$ cat src/rtl/ext_ram_arbiter_if.sv
// ---------------------------------------------------------------------------
// ext_ram_arbiter_if
//   Bundle of everything that crosses the external RAM arbiter boundary
//   except clock and reset.
//
//   Requester side:
//     req0_valid / req0_addr / req0_ready : port 0 (video fetch, high priority)
//     req1_valid / req1_addr / req1_ready : port 1 (CPU/synth path)
//     rsp_valid / rsp_port / rsp_data     : read response, one-cycle pulse
//   RAM pin side:
//     addr_out : serial command/address nibbles towards the RAM
//     data_in  : serial data nibbles from the RAM
//   Status:
//     busy     : arbiter is not idle
//
//   Modports: slave = arbiter view, master = requester/RAM/system view.
// ---------------------------------------------------------------------------
interface ext_ram_arbiter_if;
    logic        req0_valid;
    logic [15:0] req0_addr;
    logic        req0_ready;
    logic        req1_valid;
    logic [15:0] req1_addr;
    logic        req1_ready;
    logic        rsp_valid;
    logic        rsp_port;
    logic [15:0] rsp_data;
    logic [3:0]  addr_out;
    logic [3:0]  data_in;
    logic        busy;

    modport slave (
        input  req0_valid, req0_addr, req1_valid, req1_addr, data_in,
        output req0_ready, req1_ready, rsp_valid, rsp_port, rsp_data,
               addr_out, busy
    );

    modport master (
        output req0_valid, req0_addr, req1_valid, req1_addr, data_in,
        input  req0_ready, req1_ready, rsp_valid, rsp_port, rsp_data,
               addr_out, busy
    );
endinterface

$ cat src/rtl/ext_ram_arbiter.sv
// ---------------------------------------------------------------------------
// ext_ram_arbiter
//   Shares one nibble-serial external RAM port between two read requesters.
//   A granted request is serialised as a read command nibble followed by four
//   address nibbles (MSB first), the RAM latency is waited out, four data
//   nibbles are collected (MSB first) and the word is returned with its tag.
//
// Ports:
//   clk   : system clock
//   rst_n : asynchronous active-low reset, aborts any transfer in flight
//   bus   : ext_ram_arbiter_if.slave (request/response handshake + RAM pins)
//
// Handshake: a request is accepted in the cycle where reqN_valid and
// reqN_ready are both high. reqN_ready is combinational, only ever high in
// IDLE, only for the chosen port, and never for both ports at once. A
// requester holding valid without ready must keep its address stable; a
// valid dropped before acceptance is simply not served. rsp_valid is a
// one-cycle pulse; rsp_port/rsp_data hold until the next response.
//
// Parameters:
//   RAM_LATENCY  : cycles from the last address nibble to the first data
//                  nibble (1..31)
//   STARVE_LIMIT : consecutive port-0 grants tolerated while port 1 waits
//                  before port 1 is forced (1..15)
// ---------------------------------------------------------------------------
module ext_ram_arbiter #(
    parameter int RAM_LATENCY  = 10,
    parameter int STARVE_LIMIT = 3
) (
    input  logic               clk,
    input  logic               rst_n,
    ext_ram_arbiter_if.slave   bus
);

    typedef enum logic [2:0] {
        IDLE = 3'd0,
        CMD  = 3'd1,
        ADDR = 3'd2,
        WAIT = 3'd3,
        DATA = 3'd4
    } state_t;

    localparam logic [3:0] READ_CMD  = 4'h1;
    localparam logic [3:0] LIMIT     = 4'(STARVE_LIMIT);
    // The first data nibble is sampled in the first DATA cycle, so WAIT only
    // has to cover RAM_LATENCY-1 cycles; with RAM_LATENCY==1 it is skipped.
    localparam logic [4:0] WAIT_LAST = 5'(RAM_LATENCY - 2);
    localparam bit         HAS_WAIT  = (RAM_LATENCY > 1);

    state_t      state, state_nxt;
    logic [4:0]  cnt, cnt_nxt;
    logic        grant0, grant1;
    logic        sample, last_nibble;
    logic [3:0]  addr_out_nxt;

    logic [15:0] addr_q;
    logic        port_q;
    logic [11:0] shift_q;
    logic [3:0]  starve_q;
    logic [3:0]  addr_out_q;
    logic        rsp_valid_q;
    logic        rsp_port_q;
    logic [15:0] rsp_data_q;

    // ------------------------------------------------------------------
    // FSM state register
    // ------------------------------------------------------------------
    always_ff @(posedge clk or negedge rst_n) begin
        if (!rst_n) begin
            state <= IDLE;
            cnt   <= 5'd0;
        end else begin
            state <= state_nxt;
            cnt   <= cnt_nxt;
        end
    end

    // ------------------------------------------------------------------
    // FSM next state, grant and the value addr_out takes next cycle
    // ------------------------------------------------------------------
    always_comb begin
        state_nxt    = state;
        cnt_nxt      = cnt;
        addr_out_nxt = 4'h0;
        grant0       = 1'b0;
        grant1       = 1'b0;
        sample       = 1'b0;
        last_nibble  = 1'b0;
        case (state)
            IDLE: begin
                // Port 1 preempts only once port 0 has used up its quota.
                if (bus.req1_valid && (starve_q == LIMIT)) begin
                    grant1 = 1'b1;
                end else if (bus.req0_valid) begin
                    grant0 = 1'b1;
                end else if (bus.req1_valid) begin
                    grant1 = 1'b1;
                end
                if (grant0 || grant1) begin
                    state_nxt    = CMD;
                    cnt_nxt      = 5'd0;
                    addr_out_nxt = READ_CMD;
                end
            end
            CMD: begin
                state_nxt    = ADDR;
                cnt_nxt      = 5'd0;
                addr_out_nxt = addr_q[15:12];
            end
            ADDR: begin
                // addr_out already shows nibble cnt; queue up nibble cnt+1.
                cnt_nxt = cnt + 5'd1;
                case (cnt[1:0])
                    2'd0:    addr_out_nxt = addr_q[11:8];
                    2'd1:    addr_out_nxt = addr_q[7:4];
                    2'd2:    addr_out_nxt = addr_q[3:0];
                    default: addr_out_nxt = 4'h0;
                endcase
                if (cnt[1:0] == 2'd3) begin
                    cnt_nxt   = 5'd0;
                    state_nxt = HAS_WAIT ? WAIT : DATA;
                end
            end
            WAIT: begin
                cnt_nxt = cnt + 5'd1;
                if (cnt == WAIT_LAST) begin
                    cnt_nxt   = 5'd0;
                    state_nxt = DATA;
                end
            end
            DATA: begin
                sample  = 1'b1;
                cnt_nxt = cnt + 5'd1;
                if (cnt[1:0] == 2'd3) begin
                    last_nibble = 1'b1;
                    cnt_nxt     = 5'd0;
                    state_nxt   = IDLE;
                end
            end
            default: begin
                state_nxt = IDLE;
                cnt_nxt   = 5'd0;
            end
        endcase
    end

    // ------------------------------------------------------------------
    // Datapath: request latch, serial pins, response, starvation counter
    // ------------------------------------------------------------------
    always_ff @(posedge clk or negedge rst_n) begin
        if (!rst_n) begin
            addr_q      <= 16'h0000;
            port_q      <= 1'b0;
            shift_q     <= 12'h000;
            starve_q    <= 4'h0;
            addr_out_q  <= 4'h0;
            rsp_valid_q <= 1'b0;
            rsp_port_q  <= 1'b0;
            rsp_data_q  <= 16'h0000;
        end else begin
            addr_out_q  <= addr_out_nxt;
            rsp_valid_q <= last_nibble;

            if (grant0) begin
                addr_q <= bus.req0_addr;
                port_q <= 1'b0;
                // Only back-to-back port-0 wins against a waiting port 1 count.
                if (!bus.req1_valid) begin
                    starve_q <= 4'h0;
                end else if (starve_q != LIMIT) begin
                    starve_q <= starve_q + 4'd1;
                end
            end else if (grant1) begin
                addr_q   <= bus.req1_addr;
                port_q   <= 1'b1;
                starve_q <= 4'h0;
            end

            if (sample) begin
                shift_q <= {shift_q[7:0], bus.data_in};
            end
            if (last_nibble) begin
                rsp_data_q <= {shift_q, bus.data_in};
                rsp_port_q <= port_q;
            end
        end
    end

    assign bus.req0_ready = grant0;
    assign bus.req1_ready = grant1;
    assign bus.addr_out   = addr_out_q;
    assign bus.rsp_valid  = rsp_valid_q;
    assign bus.rsp_port   = rsp_port_q;
    assign bus.rsp_data   = rsp_data_q;
    assign bus.busy       = (state != IDLE);

endmodule
$ cat src/flat_wrapper.sv
// flat-port wrapper written by rule: the top's interface ports become plain ports
module ext_ram_arbiter_flat 
#(
    parameter int RAM_LATENCY  = 10,
    parameter int STARVE_LIMIT = 3
)
  (clk, rst_n, bus_req0_valid, bus_req0_addr, bus_req1_valid, bus_req1_addr, bus_data_in, bus_req0_ready, bus_req1_ready, bus_rsp_valid, bus_rsp_port, bus_rsp_data, bus_addr_out, bus_busy);
  ext_ram_arbiter_if bus_i ();
  input  logic clk;
  input  logic rst_n;
  input wire logic [$bits(bus_i.req0_valid)-1:0] bus_req0_valid;
  input wire logic [$bits(bus_i.req0_addr)-1:0] bus_req0_addr;
  input wire logic [$bits(bus_i.req1_valid)-1:0] bus_req1_valid;
  input wire logic [$bits(bus_i.req1_addr)-1:0] bus_req1_addr;
  input wire logic [$bits(bus_i.data_in)-1:0] bus_data_in;
  output wire logic [$bits(bus_i.req0_ready)-1:0] bus_req0_ready;
  output wire logic [$bits(bus_i.req1_ready)-1:0] bus_req1_ready;
  output wire logic [$bits(bus_i.rsp_valid)-1:0] bus_rsp_valid;
  output wire logic [$bits(bus_i.rsp_port)-1:0] bus_rsp_port;
  output wire logic [$bits(bus_i.rsp_data)-1:0] bus_rsp_data;
  output wire logic [$bits(bus_i.addr_out)-1:0] bus_addr_out;
  output wire logic [$bits(bus_i.busy)-1:0] bus_busy;
  assign bus_i.req0_valid = bus_req0_valid;
  assign bus_i.req0_addr = bus_req0_addr;
  assign bus_i.req1_valid = bus_req1_valid;
  assign bus_i.req1_addr = bus_req1_addr;
  assign bus_i.data_in = bus_data_in;
  assign bus_req0_ready = bus_i.req0_ready;
  assign bus_req1_ready = bus_i.req1_ready;
  assign bus_rsp_valid = bus_i.rsp_valid;
  assign bus_rsp_port = bus_i.rsp_port;
  assign bus_rsp_data = bus_i.rsp_data;
  assign bus_addr_out = bus_i.addr_out;
  assign bus_busy = bus_i.busy;
  ext_ram_arbiter #(.RAM_LATENCY(RAM_LATENCY), .STARVE_LIMIT(STARVE_LIMIT)) u_core (.clk(clk), .rst_n(rst_n), .bus(bus_i));
endmodule
$ cat config.mk
export PLATFORM = sky130hd
export DESIGN_NAME = ext_ram_arbiter_flat
export DESIGN_NICKNAME = d
export VERILOG_FILES = /design/src/rtl/ext_ram_arbiter_if.sv /design/src/rtl/ext_ram_arbiter.sv /design/src/flat_wrapper.sv
export SDC_FILE = /design/constraint.sdc
export NUM_CORES = 1
export LEC_CHECK = 0
export BUFFER_PORTS_ARGS = -buffer_cell sky130_fd_sc_hd__buf_2
export CORE_ASPECT_RATIO = 1.4
export CORE_MARGIN = 3
export CORE_UTILIZATION = 49
export DETAILED_ROUTE_END_ITERATION = 12
export PLACE_DENSITY = 0.75
export SLEW_MARGIN = 25
export SYNTH_ARGS = -nofsm -noshare
export SYNTH_HDL_FRONTEND = slang
export SYNTH_SLANG_ARGS = --single-unit
$ cat constraint.sdc
create_clock -name clk -period 1.6 [get_ports clk]
set_input_delay 0.24 -clock clk [delete_from_list [all_inputs] [get_ports clk]]
set_output_delay 0.24 -clock clk [all_outputs]
set_load 0.005 [all_outputs]
==> summary.txt, run 1 <==
Global route
  – Antenna violations before repair: 0
  – Gr usage total: between 20% and 30%
  – Largest net degree at the start of global routing: 38
  – Vias in the first global route: roughly 2,500
  – First-pass GRT wire length: between 10,000 and 15,000 um
  – Total congestion overflow: 0

Critical path
  – CP Max Fanout: 4
  – Crit-path max cell delay: approximately 0.43 ns
  – Crit end category: output pin
  – WP data arrival: around 1.5 ns
  – Critical path cell sequence: nor3_4 > buf_6 > nand2_4 > a21oi_2 > buf_2
  – WP data required: roughly 1.4 ns
  – Crit path kind: reg2out
  – Crit path max-delay family: flip-flops
  – WP buf/inv: 2
  – Critical path's slowest cell: dfrtp_2
  – Setup crit start kind: flip-flop

Detailed routing
  – Routed Antenna Nets: 0
  – Drt wl/cell: 17.9 um
  – Vias/cell: approximately 6.0
  – DRC: 0
  – Initial DRC Count: slightly below 100
  – DR pass1 iterations: 5
  – Final WL: ~7500 um
  – Total number of vias: about 2,500

Power and ir drop
  – VDD IR max: roughly 0.0010 V
  – Total power: ~5.6 mW
  – Pleak: 1.79 nW
  – Pwr/cell area: approximately 1400 nW/um^2

Placement
  – RePlAce Congestion: roughly 0.85
  – PortBufs: 64
  – Area after DPL: between 3000 and 4000 um^2
  – Detailed Place HPWL: ~5100 um
  – Total placed cells including tap cells: 393
  – Pre-CTS WS: -0.00361 ns

Logic synthesis
  – Synth warn: 0
  – Syn Std Cell Area: between 3000 and 4000 um^2
  – Post-synthesis cell count: approximately 260
  – Seq/Total Area, Yosys: about half
  – Cell variety after synth: 52
  – Yosys reg bits: 63
  – Post-synthesis area per instance: between 10 and 15 um^2
  – Async SR Flop Fraction: 100%
  – Synthesized Nets: 305
  – Post-synth EDFFs: 0
  – Dominant synthesized flop cell: dfrtp_1

STA
  – Normalized max-slew margin: 46.8%
  – FMAX: about 0.57 GHz
  – RSZ-0062 raised after global routing: true
  – Worst setup margin: -0.163 ns
  – Final Hold Viols: 0
  – Setup Skew: about 0.009 ns
  – Worst slew pin tran: between 0.7 and 0.8 ns
  – Final period util: 110%
  – Final setup violation count: 4
  – Min Tclk post-route: between 1.5 and 2 ns
  – Max Slew Vio Count: 0

Cells and area
  – Share of cells above drive strength 1: between 40% and 50%
  – Nets@finish: between 300 and 400
  – Diode count: 0
  – Fin cells: about 420
  – Layout Utilization: 67.6%
  – Syn-to-layout area delta: 32.1%
  – FILL cells: between 400 and 500
  – Design Area, Final: about 4000 um^2

Floorplan
  – Initial Util: about half
  – Die ar.: about 7000 um^2
  – Placement row count: 33
  – Die height: roughly 100 um
  – Die width: a little over 70 um
  – Ports: 65
  – CORE AREA: 5950 um^2

Min path
  – Worst hold-check path type: in2reg

Outcome
  – Failing checks: setup timing
  – Status: finished with violations

Clock network
  – CTS H-tree depth: 3
  – Clk buf depth: 2
  – Clock-pin transition on the worst setup and hold timing paths: around 0.070 ns
  – Clock latency at the later pin of the worst-skew pair: around 0.34 ns
  – TritonCTS buffer count: 9
  – CTS tree: yes
  – Root buffer cell: clkbuf_8
  – Clock Sinks: 63

Job
  – Max-cap violations: 0
[layout by cell type (no fill, tap or decap), drive strengths merged, types with 4 or more instances in the layout]
cell type / n
buf: 97
dfrtp: 63
mux2: 29
nor3: 20
o21ai: 17
a31oi: 15
o31ai: 15
clkbuf: 11
nor2: 8
ha: 6
nand3: 5
a21oi: 5
inv: 5
a222oi: 4
nand2: 4
[path summary, 6_finish.rpt]
check | from | endpoint | slack, ns | depth (start not counted)
worst min-delay path | bus_data_in[2] | u_core.bus.rsp_data[2]$_DFFE_PN0P_ | 0.14 | 2
worst max register to register | u_core.state[2]$_DFFE_PN0P_ | u_core.addr_q[12]$_DFFE_PN0P_ | -0.03 | 6
min in group asynchronous | rst_n | u_core.bus.rsp_valid$_DFF_PN0_ | 0.32 | 2
worst min register to register | u_core.bus.rsp_data[4]$_DFFE_PN0P_ | u_core.bus.rsp_data[4]$_DFFE_PN0P_ | 0.50 | 1
worst max-delay path | u_core.state[2]$_DFFE_PN0P_ | bus_req1_ready | -0.16 | 5
max in group asynchronous | rst_n | u_core.addr_q[7]$_DFFE_PN0P_ | 0.77 | 3
[cell families (layout without fill, tap and decap cells)]
kind of cell	after synthesis	in the layout	share of synthesized area, %
xor+xnor	1	1	0.288
flops	63	63	51.8
fa+ha+maj	6	6	2.47
mux	30	30	12.2
compound gates	74	74	16.9
buf+inv	27	119	4.64
simple gates	58	58	11.8
[routing by layer]
layer,vias to the layer above,global-route usage (%),wire (um)
met3,21,5.86,400
met2,94,33.6,3970
met1,1236,26.2,2970
met4,0,8.95,203
li1,1160,-,-
met5,-,0,0
[registers in the layout, summed over array words and instances, names as in the netlist]
name / cells
u_core.bus.rsp_port: 1
u_core.state: 3
u_core.bus.rsp_valid: 1
u_core.addr_q: 16
u_core.bus.addr_out: 4
u_core.starve_q: 4
u_core.cnt: 5
u_core.bus.rsp_data: 16
u_core.shift_q: 12
u_core.port_q: 1
[power breakdown]
part / switching, mW / internal [mW] / total, mW
clock network: 0.577 / 0.906 / 1.48
logic: 0.861 / 0.892 / 1.75
registers: 0.337 / 2.01 / 2.35
[per-stage QoR]
step	setup TNS [ns]	hold WS, ns
after floorplan	0	-0.0556
after global placement	0	0.142
after detailed placement	-0.00361	0.145
after CTS	-0.387	0.133
after global routing	-0.841	0.135
final	-0.366	0.144
[final cells by class]
class	count	area [um^2]	area share [%]
multi-input combinational	169	1490	37.0
clock buffer	11	141	3.52
tap	70	87.6	2.18
timing repair buffer	98	629	15.7
clock inverter	4	70.1	1.74
inverter	6	25.0	0.622
sequential	63	1580	39.3
[Yosys cell counts, types with 3 or more instances]
library cell	instances	share of area, %
dfrtp_1	63	52
mux2_2	20	7.4
nor3_1	18	3.0
o21ai_0	17	2.8
a31oi_1	15	3.1
o31ai_1	15	3.7
buf_2	11	1.8
mux2_4	9	4.4
nor2_1	7	0.86
clkbuf_1	6	0.74
ha_1	6	2.5
a21oi_1	5	0.82
nand3_1	5	0.82
a222oi_1	4	1.3
inv_1	4	0.49
a2bb2oi_1	3	0.86
buf_6	3	1.1
nand2_1	3	0.37
nor2b_1	3	0.62
nor4_1	3	0.62
[timing repair]
action	CTS	global route
setup endpoints to repair	7	30
endpoints found under the hold margin	11	0
gates resized for setup	13	32
pin swaps	1	4
setup buffers	9	3
hold buffers	1	0
No activity file was read; power rests on OpenSTA's default activity.
==> run 2: changes to the inputs <==
--- a/config.mk
+++ b/config.mk
@@ -8,9 +8,9 @@
 export BUFFER_PORTS_ARGS = -buffer_cell sky130_fd_sc_hd__buf_2
 export CORE_ASPECT_RATIO = 1.4
 export CORE_MARGIN = 3
-export CORE_UTILIZATION = 49
+export CORE_UTILIZATION = 55
 export DETAILED_ROUTE_END_ITERATION = 12
-export PLACE_DENSITY = 0.75
+export PLACE_DENSITY = 0.79
 export SLEW_MARGIN = 25
 export SYNTH_ARGS = -nofsm -noshare
 export SYNTH_HDL_FRONTEND = slang
==> constraint.sdc (replaced) <==
create_clock -name clk -period 2.3 [get_ports clk]
set_input_delay 0.345 -clock clk [delete_from_list [all_inputs] [get_ports clk]]
set_output_delay 0.345 -clock clk [all_outputs]
set_load 0.005 [all_outputs]
==> summary.txt, run 2 (synthesis gave the netlist of run 1 again) <==
Cells and area
  – Syn-to-layout area delta: 18.7% (was 32.1%)
  – Nets@finish: 369 (was 393)
  – Commonest non-fill, non-tap cell in the layout: buf_2 (unchanged)
  – Share of cells above drive strength 1: 38.5% (was 49.6%)
  – Diode count: 0 (unchanged)
  – Most frequent cells in the layout: buf_2, dfrtp_1, mux2_2, nor3_1, o21ai_0 (was buf_2, dfrtp_1, buf_4, mux2_2, nor3_1)

Critical path
  – R2R Path End: u_core.cnt[3]$_DFFE_PN0N_ (was u_core.addr_q[12]$_DFFE_PN0P_)
  – Setup crit start kind: flip-flop (unchanged)
  – Critical path cell sequence: nor3_4 > inv_2 > nor3_2 > buf_2 (was nor3_4 > buf_6 > nand2_4 > a21oi_2 > buf_2)
  – Beginning of the worst register-to-register path: u_core.cnt[0]$_DFFE_PN0N_ (was u_core.state[2]$_DFFE_PN0P_)
  – FF-to-FF setup slack: 0.55 ns (was -0.03 ns)
  – Worst r2r path cells: 5 (was 6)
  – WP buf/inv: 2 (unchanged)
  – Crit end category: output pin (unchanged)
  – Critical Path Start: u_core.state[0]$_DFFE_PN0P_ (was u_core.state[2]$_DFFE_PN0P_)
  – WP data arrival: 1.77 ns (was 1.52 ns)
  – Critical path's slowest cell: dfrtp_1 (was dfrtp_2)
  – CP Max Fanout: 22 (was 4)
  – Crit-path max cell delay: 0.53 ns (was 0.43 ns)
  – Crit path kind: reg2out (unchanged)
  – WP data required: 1.96 ns (was 1.36 ns)
  – Crit path max-delay family: simple AND/OR/NAND/NOR gates (was flip-flops)

Detailed routing
  – Drt wl/cell: 16.5 um (was 17.9 um)
  – Vias/cell: 5.94 (was 5.96)
  – Total number of vias: 2,333 (was 2,511)
  – Final WL: 6480 um (was 7550 um)
  – DRC: 0 (unchanged)
  – Initial DRC Count: 186 (was 97)
  – DR pass1 iterations: 4 (was 5)
  – Routed Antenna Nets: 0 (unchanged)

Min path
  – Worst hold-check path type: in2async (was in2reg)

Global route
  – Antenna violations before repair: 0 (unchanged)
  – Largest net degree at the start of global routing: 35 (was 38)
  – Gr usage total: 21.7% (was 20.9%)
  – Total congestion overflow: 0 (unchanged)
  – Vias in the first global route: 2,315 (was 2,523)
  – First-pass GRT wire length: 10,600 um (was 11,900 um)

STA
  – Min Tclk post-route: approximately 2.1 ns
  – Setup Skew: 0.00663 ns (was 0.00913 ns)
  – Final Hold Viols: 0 (unchanged)
  – Final setup violation count: 0 (was 4)
  – Normalized max-slew margin: 52.9% (was 46.8%)
  – Worst slew pin tran: 0.706 ns (was 0.795 ns)
  – FMAX: ~0.47 GHz
  – Max Slew Vio Count: 0 (unchanged)
  – Setup tns final: 0 ns (was -0.366 ns)
  – RSZ-0062 raised after global routing: false (was true)
  – Final period util: between 90 and 100%

Power and ir drop
  – Pleak: 1.62 nW (was 1.79 nW)
  – Total power: 3.59 mW (was 5.58 mW)
  – Pwr/cell area: 993 nW/um^2 (was 1390 nW/um^2)
  – Psw: 1.11 mW (was 1.78 mW)
  – Pint: 2.48 mW (was 3.81 mW)
  – Switching part of the total: 30.9% (was 31.8%)
  – VDD IR max: 0.000701 V (was 0.00103 V)
  – Clock network fraction of total power: 28.6% (was 26.6%)
  – Sequential share of power: 45.7% (was 42.1%)
  – Logic pwr share: 25.8% (was 31.4%)

Floorplan
  – Die height: 94.0 um (was 99.3 um)
  – Ports: 65 (unchanged)
  – CORE AREA: 5280 um^2 (was 5950 um^2)
  – Die ar.: 6480 um^2 (was 7210 um^2)
  – Die width: 68.9 um (was 72.6 um)
  – Placement row count: 31 (was 33)
  – Initial Util: 57.7% (was 51.2%)

Clock network
  – CTS H-tree depth: 3 (unchanged)
  – Clock Sinks: 63 (unchanged)
  – TritonCTS buffer count: 9 (unchanged)
  – Clock-pin transition on the worst setup and hold timing paths: 0.06 ns (was 0.07 ns)
  – CTS tree: yes (unchanged)
  – Clock latency at the later pin of the worst-skew pair: 0.33 ns (was 0.34 ns)
  – Hold buffer count at cts: 0 (was 1)
  – Root buffer cell: clkbuf_8 (unchanged)
  – Clk buf depth: 2 (unchanged)

Placement
  – PortBufs: 64 (unchanged)
  – RePlAce Congestion: 0.891 (was 0.850)
  – Detailed Place HPWL: 4640 um (was 5060 um)

Job
  – Max-cap violations: 0 (unchanged)

Outcome
  – Status: finished, final reports clean (was finished with violations)
-- run 2: changes by cell type in the layout (fill, tap and decap cells not counted), moves of 7 or more --
cell / delta
buf_4: -18
o21ai_0: +7
o21ai_1: -7
o31ai_1: +9
o31ai_2: -8
-- run 2: how the worst max path moves through the flow --
stage	depth (start not counted)	endpoint
detailed placement	4	bus_req0_ready
global placement	4	bus_req0_ready
global route	4	bus_req0_ready
finish	4	bus_req0_ready
CTS	4	bus_req0_ready
floorplan	6	u_core.bus.rsp_data[0]$_DFFE_PN0P_
-- run 2: metal layers --
| layer | part of all wire (%) | global-route usage [%] | wire length, um |
|---|---|---|---|
| met5 | 0 | 0 | 0 |
| met4 | 1.7 | 8.13 | 107 |
| met3 | 6.2 | 4.79 | 400 |
| met2 | 49 | 34.8 | 3180 |
| met1 | 43 | 28.1 | 2790 |
-- run 2: power groups by stage --
| stage | clock network, mW | registers (mW) | logic, mW |
|---|---|---|---|
| final | 1.03 | 1.64 | 0.924 |
| after CTS | 1.05 | 1.64 | 0.929 |
| after global placement | 0 | 1.64 | 0.889 |
| after global routing | 1.10 | 1.67 | 1.05 |
| after floorplan | 0 | 1.56 | 0.699 |
| after detailed placement | 0 | 1.65 | 0.925 |
-- run 2: repair_timing --
item / CTS / global route
buffers inserted: 0 / 2
resized for setup: 0 / 0
hold endpoints to repair: 0 / 0
endpoints found under the setup margin: 0 / 1
-- run 2: layout make-up --
type	instances	area (um^2)
clock buffers	11	141
clock inverters	4	70.1
fillers	417	1660
inverters	6	22.5
multi-input cells	169	1330
flip-flops and latches	63	1580
well taps	66	82.6
repair buffers	74	395
-- run 2: through the flow --
step	area (um^2)	setup WS [ns]	std cells	hold slack (ns)	util [%]
2_1_floorplan	3040	0.772	259	0.0494	-
3_3_place_gp	3390	0.523	376	0.434	64.2
3_5_place_dp	3390	0.461	376	0.440	64.2
4_1_cts	3600	0.105	391	0.0805	68.2
5_1_grt	3610	0.0590	393	0.106	68.5
6_report	3610	0.183	393	0.0625	68.5
==> run 3: changes to the inputs <==
--- a/config.mk
+++ b/config.mk
@@ -7,9 +7,10 @@
 export LEC_CHECK = 0
 export BUFFER_PORTS_ARGS = -buffer_cell sky130_fd_sc_hd__buf_2
 export CORE_ASPECT_RATIO = 1.4
-export CORE_MARGIN = 3
+export CORE_MARGIN = 10
 export CORE_UTILIZATION = 55
 export DETAILED_ROUTE_END_ITERATION = 12
+export HOLD_SLACK_MARGIN = 0.1
 export PLACE_DENSITY = 0.79
 export SLEW_MARGIN = 25
 export SYNTH_ARGS = -nofsm -noshare
==> summary.txt, run 3 (synthesis gave the netlist of run 1 again) <==
Clock network
  – Clock Sinks: 63 (unchanged)
  – Clk buf depth: 2 (unchanged)
  – Clock latency at the later pin of the worst-skew pair: 0.34 ns (was 0.33 ns)
  – TritonCTS buffer count: 9 (unchanged)
  – CTS H-tree depth: 3 (unchanged)
  – Clock-pin transition on the worst setup and hold timing paths: 0.06 ns (about the same)
  – Root buffer cell: clkbuf_8 (unchanged)
  – CTS tree: yes (unchanged)

STA
  – FMAX: 0.471 GHz (was 0.472 GHz)
  – Final setup violation count: 0 (unchanged)
  – RSZ-0062 raised after global routing: false (unchanged)
  – Min Tclk post-route: 2.12 ns (about the same)
  – Max Slew Vio Count: 0 (unchanged)
  – Normalized max-slew margin: 61.0% (was 52.9%)
  – Worst slew pin tran: 0.586 ns (was 0.706 ns)
  – Setup tns final: 0 ns (unchanged)
  – Final Hold Viols: 0 (unchanged)
  – Final period util: 92.3% (was 92.1%)
  – Setup Skew: 0.00904 ns (was 0.00663 ns)

Cells and area
  – Syn-to-layout area delta: 19.7% (was 18.7%)
  – Layout Utilization: 66.9% (was 68.5%)
  – Share of cells above drive strength 1: 38.3% (was 38.5%)
  – Most frequent cells in the layout: buf_2, dfrtp_1, mux2_2, nor3_1, o21ai_0 (unchanged)
  – Diode count: 0 (unchanged)
  – Design Area, Final: 3640 um^2 (was 3610 um^2)
  – Fin cells: 394 (was 393)
  – Nets@finish: 368 (was 369)
  – Commonest non-fill, non-tap cell in the layout: buf_2 (unchanged)

Detailed routing
  – Total number of vias: 2,389 (was 2,333)
  – Routed wl met2: 3650 um (was 3180 um)
  – Routed Antenna Nets: 0 (unchanged)
  – DR pass1 iterations: 5 (was 4)
  – Top Layer Used: met4 (unchanged)
  – Drt wl/cell: 18.3 um (was 16.5 um)
  – Post-Route M1 WL: 3030 um (was 2790 um)
  – Vias/cell: 6.06 (was 5.94)
  – Met3 wire len: 367 um (was 400 um)
  – Initial DRC Count: 94 (was 186)
  – Final WL: 7220 um (was 6480 um)
  – DRC: 0 (unchanged)

Min path
  – Hold Crit Start: bus_data_in[2]
  – Worst hold-check path type: in2reg (was in2async)

Placement
  – RePlAce Congestion: 0.872 (was 0.891)
  – Area after DPL: 3400 um^2 (was 3390 um^2)
  – Total placed cells including tap cells: 378 (was 376)
  – PortBufs: 64 (unchanged)
  – Detailed Place HPWL: 5240 um (was 4640 um)

Floorplan
  – Initial Util: 55.9% (was 57.7%)
  – Die width: 82.9 um (was 68.9 um)
  – Placement row count: 32 (was 31)
  – CORE AREA: 5450 um^2 (was 5280 um^2)
  – Ports: 65 (unchanged)
  – Die ar.: 8950 um^2 (was 6480 um^2)
  – Die height: 108 um (was 94.0 um)

Global route
  – Gr usage total: 16.4% (was 21.7%)
  – First-pass GRT wire length: 12,400 um (was 10,600 um)
  – Antenna violations before repair: 0 (unchanged)
  – Total congestion overflow: 0 (unchanged)
  – Vias in the first global route: 2,583 (was 2,315)
  – Largest net degree at the start of global routing: 39 (was 35)

Power and ir drop
  – VDD IR max: 0.000579 V (was 0.000701 V)
  – Pwr/cell area: 1010 nW/um^2 (was 993 nW/um^2)
  – Pleak: 1.63 nW (was 1.62 nW)
  – Total power: 3.69 mW (was 3.59 mW)

Critical path
  – Crit end category: output pin (unchanged)
  – WP data arrival: 1.78 ns (was 1.77 ns)
  – Setup crit start kind: flip-flop (unchanged)
  – WP data required: 1.96 ns (about the same)
  – FF-to-FF setup slack: 0.51 ns (was 0.55 ns)
  – Beginning of the worst register-to-register path: u_core.state[1]$_DFFE_PN0P_ (was u_core.cnt[0]$_DFFE_PN0N_)
  – Crit path kind: reg2out (unchanged)
  – Critical Path Start: u_core.state[1]$_DFFE_PN0P_ (was u_core.state[0]$_DFFE_PN0P_)
  – CP Max Fanout: 25 (was 22)

Job
  – Max-cap violations: 0 (unchanged)

Outcome
  – Status: finished, final reports clean (unchanged)
run 3: per-layer routing:
metal	global-route usage, %	vias up
met3	3.46	15
met1	19.3	1172
met4	9.88	0
li1	-	1110
met5	0	-
met2	27.2	92
run 3: worst max-delay path, stage by stage, from the launching register on:
cell	delay, ns
dfrtp_1	0.51
nor3_4	0.25
buf_4	0.31
nand2_1	0.11
a21oi_1	0.12
buf_2	0.13
run 3: through the flow:
step / setup slack [ns] / hold WS (ns)
CTS: 0.177 / 0.256
global placement: 0.576 / 0.371
detailed placement: 0.530 / 0.374
floorplan: 0.772 / 0.0494
global route: 0.0493 / 0.257
finish: 0.178 / 0.264
run 3: repair_timing:
item / CTS / global route
endpoints found under the hold margin: 25 / 0
gates resized for setup: 0 / 0
hold buffers: 1 / 0
buffers inserted: 0 / 0
run 3: worst paths after layout:
kind                                                 endpoint  depth (start not counted)
max in group asynchronous         u_core.state[2]$_DFFE_PN0P_                          3
hold / removal             u_core.bus.rsp_data[2]$_DFFE_PN0P_                          2
setup reg to reg                u_core.addr_q[11]$_DFFE_PN0P_                          4
min in group asynchronous  u_core.bus.rsp_data[0]$_DFFE_PN0P_                          2
hold reg to reg            u_core.bus.rsp_data[6]$_DFFE_PN0P_                          1
setup / recovery                               bus_req1_ready                          5
run 3: final cells by class:
cell class,instances,area [um^2]
clock buffers,12,165
clock inverters,3,65.1
fillers,412,1800
inverters,6,22.5
multi-input cells,169,1330
flip-flops and latches,63,1580
well taps,68,85.1
repair buffers,73,403
run 3: report_power, final:
group / internal, mW / total (mW) / leakage [nW] / switching, mW
Sequential: 1.40 / 1.62 / 0.763 / 0.226
Clock: 0.691 / 1.10 / 0.118 / 0.408
Combinational: 0.464 / 0.970 / 0.751 / 0.506
Total: 2.55 / 3.69 / 1.63 / 1.14
